$ cat config.mk
export PLATFORM = sky130hd
export DESIGN_NAME = q_user_rx
export DESIGN_NICKNAME = d
export VERILOG_FILES = /design/src/rtl/q_user_rx.sv
export SDC_FILE = /design/constraint.sdc
export NUM_CORES = 1
export LEC_CHECK = 0
export BUFFER_PORTS_ARGS = -buffer_cell sky130_fd_sc_hd__buf_2
export CAP_MARGIN = 0
export CORE_MARGIN = 2
export CORE_UTILIZATION = 40
export CTS_CLUSTER_DIAMETER = 40
export DETAILED_ROUTE_END_ITERATION = 8
export HOLD_SLACK_MARGIN = 0.02
export PLACE_DENSITY = 0.61
export SKIP_CTS_REPAIR_TIMING = 1
export SLEW_MARGIN = 20
export SYNTH_ARGS = -nofsm -noshare
export SYNTH_HDL_FRONTEND = slang
export SYNTH_SLANG_ARGS = --single-unit
$ cat constraint.sdc
create_clock -name clk -period 9.19 [get_ports clk]
set_input_delay 0.919 -clock clk [delete_from_list [all_inputs] [get_ports clk]]
set_output_delay 0.919 -clock clk [all_outputs]
set_load 0.02 [all_outputs]
$ cat src/rtl/q_user_rx.sv
// q_user_rx: receive-side unpacker for the 32-bit user_t link.
// Pairs key/value beats into 64-bit user_t entries and buffers them in a
// small FIFO. It also flags framing errors and counts errors and deliveries.

package q_pkg;
  localparam int USER_W = 64;
  typedef struct packed {
    logic [31:0] k;
    logic [31:0] v;
  } user_t;
endpackage

module q_user_rx #(
  parameter int OUT_DEPTH = 2,
  parameter int CNT_W     = 16
) (
  input  logic                 clk,
  input  logic                 rst,
  input  logic                 in_vld,
  input  logic                 in_first,
  input  logic [31:0]          in_data,
  output logic                 in_rdy,
  output logic                 out_vld,
  output q_pkg::user_t         out_data,
  input  logic                 out_rdy,
  output logic                 err_framing,
  output logic [CNT_W-1:0]     err_cnt,
  output logic [CNT_W-1:0]     out_cnt
);

  localparam int AW    = $clog2(OUT_DEPTH);
  localparam int PTR_W = AW + 1;

  localparam logic [0:0] ST_KEY = 1'b0;
  localparam logic [0:0] ST_VAL = 1'b1;

  logic [0:0]       state_q, state_d;
  logic [31:0]      key_q, key_d;
  logic [PTR_W-1:0] wr_ptr_q, wr_ptr_d;
  logic [PTR_W-1:0] rd_ptr_q, rd_ptr_d;
  logic             err_q, err_d;
  logic [CNT_W-1:0] err_cnt_q, err_cnt_d;
  logic [CNT_W-1:0] out_cnt_q, out_cnt_d;

  q_pkg::user_t     mem [OUT_DEPTH];

  logic             fifo_full;
  logic             fifo_empty;
  logic             accept;
  logic             push;
  logic             pop;
  logic             frame_err;

  // Handshake decode; in_rdy depends only on registered state and pointers
  always_comb begin
    fifo_empty = (wr_ptr_q == rd_ptr_q);
    fifo_full  = (wr_ptr_q[AW] != rd_ptr_q[AW]) &&
                 (wr_ptr_q[AW-1:0] == rd_ptr_q[AW-1:0]);
    in_rdy     = (state_q == ST_KEY) || !fifo_full;
    out_vld    = !fifo_empty;
    accept     = in_vld && in_rdy;
    push       = accept && (state_q == ST_VAL) && !in_first;
    pop        = out_vld && out_rdy;
    frame_err  = accept && (((state_q == ST_KEY) && !in_first) ||
                            ((state_q == ST_VAL) &&  in_first));
  end

  // Next-state: framing FSM, key capture, FIFO pointers and counters
  always_comb begin
    state_d   = state_q;
    key_d     = key_q;
    wr_ptr_d  = wr_ptr_q;
    rd_ptr_d  = rd_ptr_q;
    err_d     = frame_err;
    err_cnt_d = err_cnt_q;
    out_cnt_d = out_cnt_q;

    // Any accepted key (first or duplicate) replaces the held key
    if (accept && in_first) begin
      key_d   = in_data;
      state_d = ST_VAL;
    end else if (push) begin
      state_d = ST_KEY;
    end

    if (push) wr_ptr_d = wr_ptr_q + PTR_W'(1);
    if (pop)  rd_ptr_d = rd_ptr_q + PTR_W'(1);

    if (frame_err && (err_cnt_q != {CNT_W{1'b1}}))
      err_cnt_d = err_cnt_q + CNT_W'(1);
    if (pop)
      out_cnt_d = out_cnt_q + CNT_W'(1);
  end

  // Control registers; reset drops any partial key and all FIFO contents
  always_ff @(posedge clk) begin
    if (rst) begin
      state_q   <= ST_KEY;
      wr_ptr_q  <= '0;
      rd_ptr_q  <= '0;
      err_q     <= 1'b0;
      err_cnt_q <= '0;
      out_cnt_q <= '0;
    end else begin
      state_q   <= state_d;
      wr_ptr_q  <= wr_ptr_d;
      rd_ptr_q  <= rd_ptr_d;
      err_q     <= err_d;
      err_cnt_q <= err_cnt_d;
      out_cnt_q <= out_cnt_d;
    end
  end

  // Data registers: held key and FIFO storage, qualified by control only
  always_ff @(posedge clk) begin
    key_q <= key_d;
    if (push) mem[wr_ptr_q[AW-1:0]] <= '{k: key_q, v: in_data};
  end

  assign out_data    = mem[rd_ptr_q[AW-1:0]];
  assign err_framing = err_q;
  assign err_cnt     = err_cnt_q;
  assign out_cnt     = out_cnt_q;

endmodule

==> results of run 1 <==
## power by group
group | internal (µW) | switching [µW] | total, µW | leakage (µW)
Clock | 375 | 322 | 698 | 0.000256
Combinational | 33.7 | 57.7 | 91.4 | 0.00108
Sequential | 992 | 7.85 | 1000 | 0.00177
## stage by stage
step	power, µW	hold WS, ns	std cells	setup WS, ns	util, %
floorplan	1080	0.421	454	2.51	-
global placement	1110	0.422	802	6.47	46.4
detailed placement	1110	0.430	802	6.43	46.4
CTS	1810	0.445	834	6.18	49.4
global route	1850	0.448	834	6.04	49.4
finish	1790	0.441	834	6.21	49.4
## worst paths after layout
kind / slack, ns / to / startpoint
worst max-delay path: 6.21 / out_data[58] / flip-flop
worst min-delay path: 0.44 / mem[1][36] / key_q[4]
worst max register to register: 6.74 / mem[0][10] / wr_ptr_q[1]
worst min register to register: 0.44 / mem[1][36] / key_q[4]
## critical path, cell delays in order (launching register included)
cell and delay, ns:
dfxtp_2 0.31, buf_4 0.65, mux2_2 0.44, buf_2 0.16
## sequential cells by signal, indices dropped and copies added, names as in the netlist, named ones only
register     count
err_cnt         16
err_framing      1
key_q           32
mem            128
out_cnt         16
rd_ptr_q         2
state_q          1
wr_ptr_q         2
## kinds of logic (layout without fill, tap and decap cells)
kind of cell,Yosys count,after routing,synth area share (%)
and+or+nand+nor,83,83,6.62
AOI/OAI and AO/OA,65,65,5.56
adders and majority gates,2,2,0.335
muxes,66,66,9.92
buffers and inverters,27,178,1.37
DFF,199,199,74.8
xor gates and xnor gates,12,12,1.41
## final cells by class
| type | count | area (µm²) |
|---|---|---|
| Fill cell | 1564 | 9180 |
| Inverter | 7 | 26.3 |
| Clock buffer | 18 | 429 |
| Tap cell | 229 | 287 |
| Multi-Input combinational cell | 228 | 1810 |
| Clock inverter | 14 | 126 |
| Timing Repair Buffer | 139 | 706 |
| Sequential cell | 199 | 5590 |
## placed cells by master, fill, tap and decap left out, types with 3 or more instances in the layout
master / synthesis / layout
edfxtp_1: 160 / 160
buf_2: 1 / 135
mux2_2: 64 / 64
dfxtp_1: 39 / 38
a21oi_1: 24 / 24
o31ai_1: 18 / 18
or4_1: 18 / 18
clkbuf_16: 0 / 17
nor2_1: 13 / 12
nand3_1: 10 / 10
xor2_1: 9 / 9
nand2_1: 9 / 9
o21ai_0: 9 / 9
nand4_1: 8 / 8
inv_1: 7 / 7
and4_1: 7 / 7
or3_1: 7 / 7
clkinvlp_4: 0 / 5
buf_4: 0 / 4
xnor2_1: 3 / 3
o211ai_1: 3 / 3
## per-layer routing
layer	track usage (%)	wire length, µm	up-vias
met5	0	13	-
met4	4.58	173	2
met3	5.16	1010	18
met2	22.7	6770	147
met1	18.5	6170	2168
li1	-	-	2063
==> out/metrics.cfg, run 1 <==
[placed_design]
place_area_mm2=0.00841
gp_congestion=0.763
dp_hpwl_um=8630
portBuffers=135

[cts]
cts_num_sinks=199
h-tree-depth=4
cts.clk_slew.worst_paths_ns=0.07
clk_latency_ns=0.42
cts_made_buffers=17
cts-root-buf=clkbuf_16
tritoncts=done
clock_path_buffers=2

[worst_setup_path]
ff2ff_path_depth=4
crit_type=flip-flop to output port
start_kind=flip-flop
crit_fanout=64
end_kind=output port
required_ns=8.27
critical_path_arrival_ns=2.06

[run]
max_cap_viol_count=0

[sta]
relSlewSlack_pct=34.6
skew_ns=0.00782
tightest_slew_ns=0.978
setup_viol=0
period_needed_ns=2.98
fmax_mhz=336
drv_slew=0
rsz0062_at_grt=false
finalSetupTns_ns=0
fin_crit_sh_pct=32.4
hold_violations=0

[synth]
ys.flop_type=edfxtp_1
syn_inst=454
synth_common_cells=edfxtp_1, mux2_2, dfxtp_1
synth_sequential_area_ratio_pct=74.8
async_flop_share_pct=0
synth_edf_count=160
synth_top_area_cell=edfxtp_1
synth_warnings=0
synth_top_area_share_pct=64.3
ys_ff_latch=199
synth_nets=493
syn_avg_cell_area_um2=16.5
yosysMostFrequentCell=edfxtp_1
ys_types=39
syn_area_mm2=0.00747
synth_area_leaders=edfxtp_1, dfxtp_1, mux2_2, o31ai_1, or4_1

[run_status]
outcome=completed

[floorplan]
die_area_mm2=0.0198
num_io_pins=136
die_w_um=141
rows=49
initial_core_util_pct=41.2
core_area_mm2=0.0181
die_h_um=141

[pwr]
vdd_drop_max_v=0.000133
p_per_area_mw_per_mm2=199
p_leak_uw=0.00311

[routing]
drtPass1Iterations=4
avgViaCountPerCell=5.27
ant_nets=0
drt_wl_total_um=14100
drc=0
post_drt_wl_per_cell_um=17.0
drt_iter0_markers=188
vias=4398

[global_routing]
grt_pass1_wl_um=22200
grt_pass1_vias=4284
grt_antenna_before_repair=1
grtUsageTotal_pct=14.3
grt-ovfl-total=0
grt_start_max_net_pins=66

[final_layout]
layout-drive-gt1-share_pct=39.3
area_growth_syn_to_layout_pct=20.1
antennaDiodeCount=0
design_area_mm2=0.00897
finalNetCount=631

[worst_hold_path]
hold-path-cell-count=0
hold_class=flip-flop to flip-flop

(Power assumes the default switching activity.)
==> inputs of run 2 (changes only) <==
- PLACE_DENSITY: 0.61 -> 0.63
- clock period: 9.19 -> 2.6 ns (I/O delays scaled with it)
==> run 2 against run 1 <==
Effect of this change:
- clock power rose to 3.8 times the previous value
- first-iteration DRC count down 22%
- wire length shrank 0.36%
- hold slack got worse by 0.41 ns
==> out/metrics.cfg, run 2 (synthesis results as in run 1) <==
[global_routing]
grt_start_max_net_pins=65
grt-ovfl-total=0
grt_antenna_before_repair=1
grt_pass1_wl_um=22100
grt_pass1_vias=4329
grtUsageTotal_pct=14.3

[worst_hold_path]
hold_class=input pin to flip-flop
hold_path_startpoint=in_data[2]

[sta]
period_needed_ns=2.36
worst_slack_ns=0.244
hold_violations=0
hold_slack_ns=0.0338
tightest_slew_ns=1.10
relSlewSlack_pct=26.5
setup_viol=0
skew_ns=0.0104
rsz0062_at_grt=false
drv_slew=0
fmax_mhz=424
fin_crit_sh_pct=90.6

[final_layout]
fillCellCount=1545
finalNetCount=644
multi_input_area_mm2=0.00181
final_common_cell=edfxtp_1
layout_common_cells=edfxtp_1, buf_2, mux2_2
regArea_mm2=0.00559
layout-drive-gt1-share_pct=39.8
final-instance-count-excl-fill=848
largest_reg_flops=128
area_growth_syn_to_layout_pct=23.3

[cts]
cts_num_sinks=199
cts.clk_slew.worst_paths_ns=0.08
clk_latency_ns=0.43
h-tree-depth=4
clock_path_buffers=2
tritoncts=done
cts_made_buffers=17
cts-root-buf=clkbuf_16

[routing]
vias=4419
drtPass1Iterations=4
avgViaCountPerCell=5.21
post_drt_wl_per_cell_um=16.6
drc=0
ant_nets=0
drt_wl_total_um=14100
drt_iter0_markers=146

[worst_setup_path]
startpoint=wr_ptr_q[0]
crit_type=flip-flop to flip-flop
end_kind=flip-flop
reg2reg_from=wr_ptr_q[0]
critical_path_arrival_ns=2.65
required_ns=2.89
start_kind=flip-flop
crit_fanout=33

[floorplan]
rows=49
initial_core_util_pct=41.2
die_h_um=141
num_io_pins=136
core_area_mm2=0.0181
die_area_mm2=0.0198
die_w_um=141

[placed_design]
gp_congestion=0.754
pre_cts_slack_ns=0.271
portBuffers=135
dp_cells=805
dp_hpwl_um=8690

[pwr]
p_leak_uw=0.00322
vdd_drop_max_v=0.000462
p_total_uw=6530
p_per_area_mw_per_mm2=709

[run_status]
outcome=completed

[run]
max_cap_viol_count=0

## run 2: changes by cell type in the layout (fill, tap and decap cells not counted), sizes merged
cell,delta
diode,+1
inv,+5
bufinv,+1
buf,+3
clkinv,-2
clkbuf,-1
clkinvlp,-3
dlygate4sd3,+10
## run 2: final cells by class
cell class              count  share of cell area (%)
well taps                 229                    3.11
inverters                   7                   0.285
multi-input cells         228                    19.7
repair buffers            152                    9.54
clock buffers              17                    4.62
flip-flops and latches    199                    60.7
diodes                      1                  0.0272
clock inverters            15                    1.96
## run 2: critical path, stage by stage, from the launching register on
cell,delay [ns]
dfxtp_1,0.40
xnor2_1,0.46
a311o_1,1.00
o21ai_0,0.17
nor3b_1,0.19
## run 2: per-stage QoR
| step | cell area (µm²) | TNS [ns] | utilization, % |
|---|---|---|---|
| 6_report | 9210 | 0 | 50.7 |
| 5_1_grt | 9200 | 0 | 50.7 |
| 4_1_cts | 9100 | 0 | 50.2 |
| 3_5_place_dp | 8500 | 0 | 46.8 |
| 3_3_place_gp | 8500 | 0 | 46.8 |
| 2_1_floorplan | 7510 | -24.25 | - |
## run 2: routing by layer
layer	vias to the layer above	track usage [%]	routed length, µm
met4	0	5.00	198
met1	2177	18.0	6230
met2	130	23.0	6780
met5	-	0	0
li1	2096	-	-
met3	16	5.16	884
## run 2: path summary, 6_finish.rpt
path                                   end  slack [ns]  depth (start not counted)
worst max-delay path            err_cnt[8]        0.24                          4
worst min register to register  mem[1][62]        0.44                          0
worst max register to register  err_cnt[8]        0.24                          4
worst min-delay path             mem[0][2]        0.03                          1
## run 2: where the power goes
group	internal [µW]	switching [µW]	leakage (µW)
logic	134	192	0.00115
clock network	1460	1200	0.000292
registers	3500	41.6	0.00177
total	5090	1440	0.00322
==> inputs of run 3 (changes only) <==
- CORE_UTILIZATION: 40 -> 46
- PLACE_DENSITY: 0.63 -> 0.71
- RECOVER_POWER: unset -> 50
==> run 3 against run 2 <==
Effect of this change:
- wire length decreased by 3.7%
- clock skew decreased by 0.00089 ns
- via count decreased by 1.1%
- power decreased by 2.6%
- first-iteration DRC count increased by 28%
- largest power group unchanged
- maximum frequency increased by 0.49%
- critical endpoint is now err_cnt[10]
- clock-buffer cell count unchanged
- global-route usage increased by 1.4 points
==> out/metrics.cfg, run 3 (synthesis results as in run 1) <==
[final_layout]
area_growth_syn_to_layout_pct=20.8
antennaDiodeCount=0
final-instance-count-excl-fill=830
layout_common_cells=edfxtp_1, buf_2, clkbuf_1
finalNetCount=640
post-route-util_pct=56.8
final_common_cell=edfxtp_1
fillCellCount=1326
largest_reg_flops=128
layout-drive-gt1-share_pct=29.2

[worst_setup_path]
crit_type=flip-flop to flip-flop
cp_slowest_stage_delay_ns=0.99
required_ns=2.93
crit_fanout=33
critical_path_arrival_ns=2.68
cp_top_family=compound AO/OA/AOI/OAI gates
slowest_stage=a311o_1
start_kind=flip-flop
end_kind=flip-flop
path_buf_inv=0
cp_cell_sequence=xor2_2, a311o_1, nor4_1, a211oi_1

[sta]
rsz0062_at_grt=false
worst_slack_ns=0.255
hold_slack_ns=0.0669
period_needed_ns=2.34
fin_crit_sh_pct=90.2
fmax_mhz=426
hold_violations=0
drv_slew=0
tightest_slew_ns=1.08
skew_ns=0.00949
setup_viol=0
relSlewSlack_pct=28.1

[routing]
drt_wl_total_um=13600
drtPass1Iterations=5
drt_iter0_markers=187
ant_nets=0
avgViaCountPerCell=5.27
post_drt_wl_per_cell_um=16.3
vias=4371
drc=0

[floorplan]
core_area_mm2=0.0159
initial_core_util_pct=47.0
num_io_pins=136
rows=46
die_area_mm2=0.0173
die_h_um=131
die_w_um=131

[placed_design]
pre_cts_slack_ns=0.281
portBuffers=135
gp_congestion=0.740
dp_hpwl_um=8500
dp_cells=791

[cts]
clk_latency_ns=0.42
clock_path_buffers=2
tritoncts=done
cts-root-buf=clkbuf_16
h-tree-depth=4
cts_made_buffers=17
cts_num_sinks=199
cts.clk_slew.worst_paths_ns=0.07

[run]
max_cap_viol_count=0

[global_routing]
grt_antenna_before_repair=0
grt_pass1_vias=4229
grt_pass1_wl_um=21400
grt_start_max_net_pins=65
grt-ovfl-total=0
grtUsageTotal_pct=15.7

[pwr]
p_leak_uw=0.00295
p_per_area_mw_per_mm2=705
p_clk_share_pct=39.3
vdd_drop_max_v=0.000430
p_sw_uw=1450
switching_share_pct=22.8
p_total_uw=6360
seqPwrFrac_pct=55.5
p_comb_share_pct=5.1
intPower_uw=4910

[worst_hold_path]
hold_class=input pin to flip-flop

[run_status]
outcome=completed

==> run 3: worst reg2reg max path, cell delays in order (launching register included) <==
cell and delay, ns:
dfxtp_2 0.36, xor2_2 0.50, a311o_1 0.99, nor4_1 0.15
a211oi_1 0.26
==> run 3: worst paths after layout <==
check	from	end	slack, ns	cells past startpoint
setup / recovery	rd_ptr_q[1]	err_cnt[10]	0.26	4
hold / removal	in_data[24]	mem[1][24]	0.07	1
setup reg to reg	rd_ptr_q[1]	err_cnt[10]	0.26	4
hold reg to reg	key_q[3]	mem[0][35]	0.45	0
==> run 3: final cells by class <==
type | count | area (µm²) | share of cell area, %
clock inverter | 15 | 151 | 1.68
clock buffer | 17 | 425 | 4.72
inverter | 7 | 26.3 | 0.291
tap | 216 | 270 | 3.00
multi-input combinational | 228 | 1810 | 20.1
timing repair buffer | 148 | 744 | 8.25
sequential | 199 | 5590 | 62.0
==> run 3: layer usage <==
metal / vias up / wire length (µm) / global-route usage, % / part of all wire (%)
met3: 9 / 765 / 5.02 / 5.6
met1: 2147 / 5870 / 19.4 / 43
met4: 0 / 138 / 4.89 / 1.0
li1: 2089 / - / - / -
met2: 126 / 6790 / 26.4 / 50
met5: - / 0 / 0 / 0
==> run 3: power by group through the flow <==
stage / logic, µW / clock network [µW] / registers (µW)
global route: 352 / 2700 / 3540
finish: 327 / 2500 / 3530
detailed placement: 330 / 0 / 3610
floorplan: 203 / 0 / 3600
global placement: 323 / 0 / 3600
CTS: 331 / 2550 / 3530
==> run 3: through the flow <==
| stage | instance area (µm²) | TNS (ns) |
|---|---|---|
| final | 9020 | 0 |
| after floorplan | 7510 | -24.25 |
| after CTS | 9030 | 0 |
| after global placement | 8460 | 0 |
| after detailed placement | 8460 | 0 |
| after global routing | 9020 | 0 |
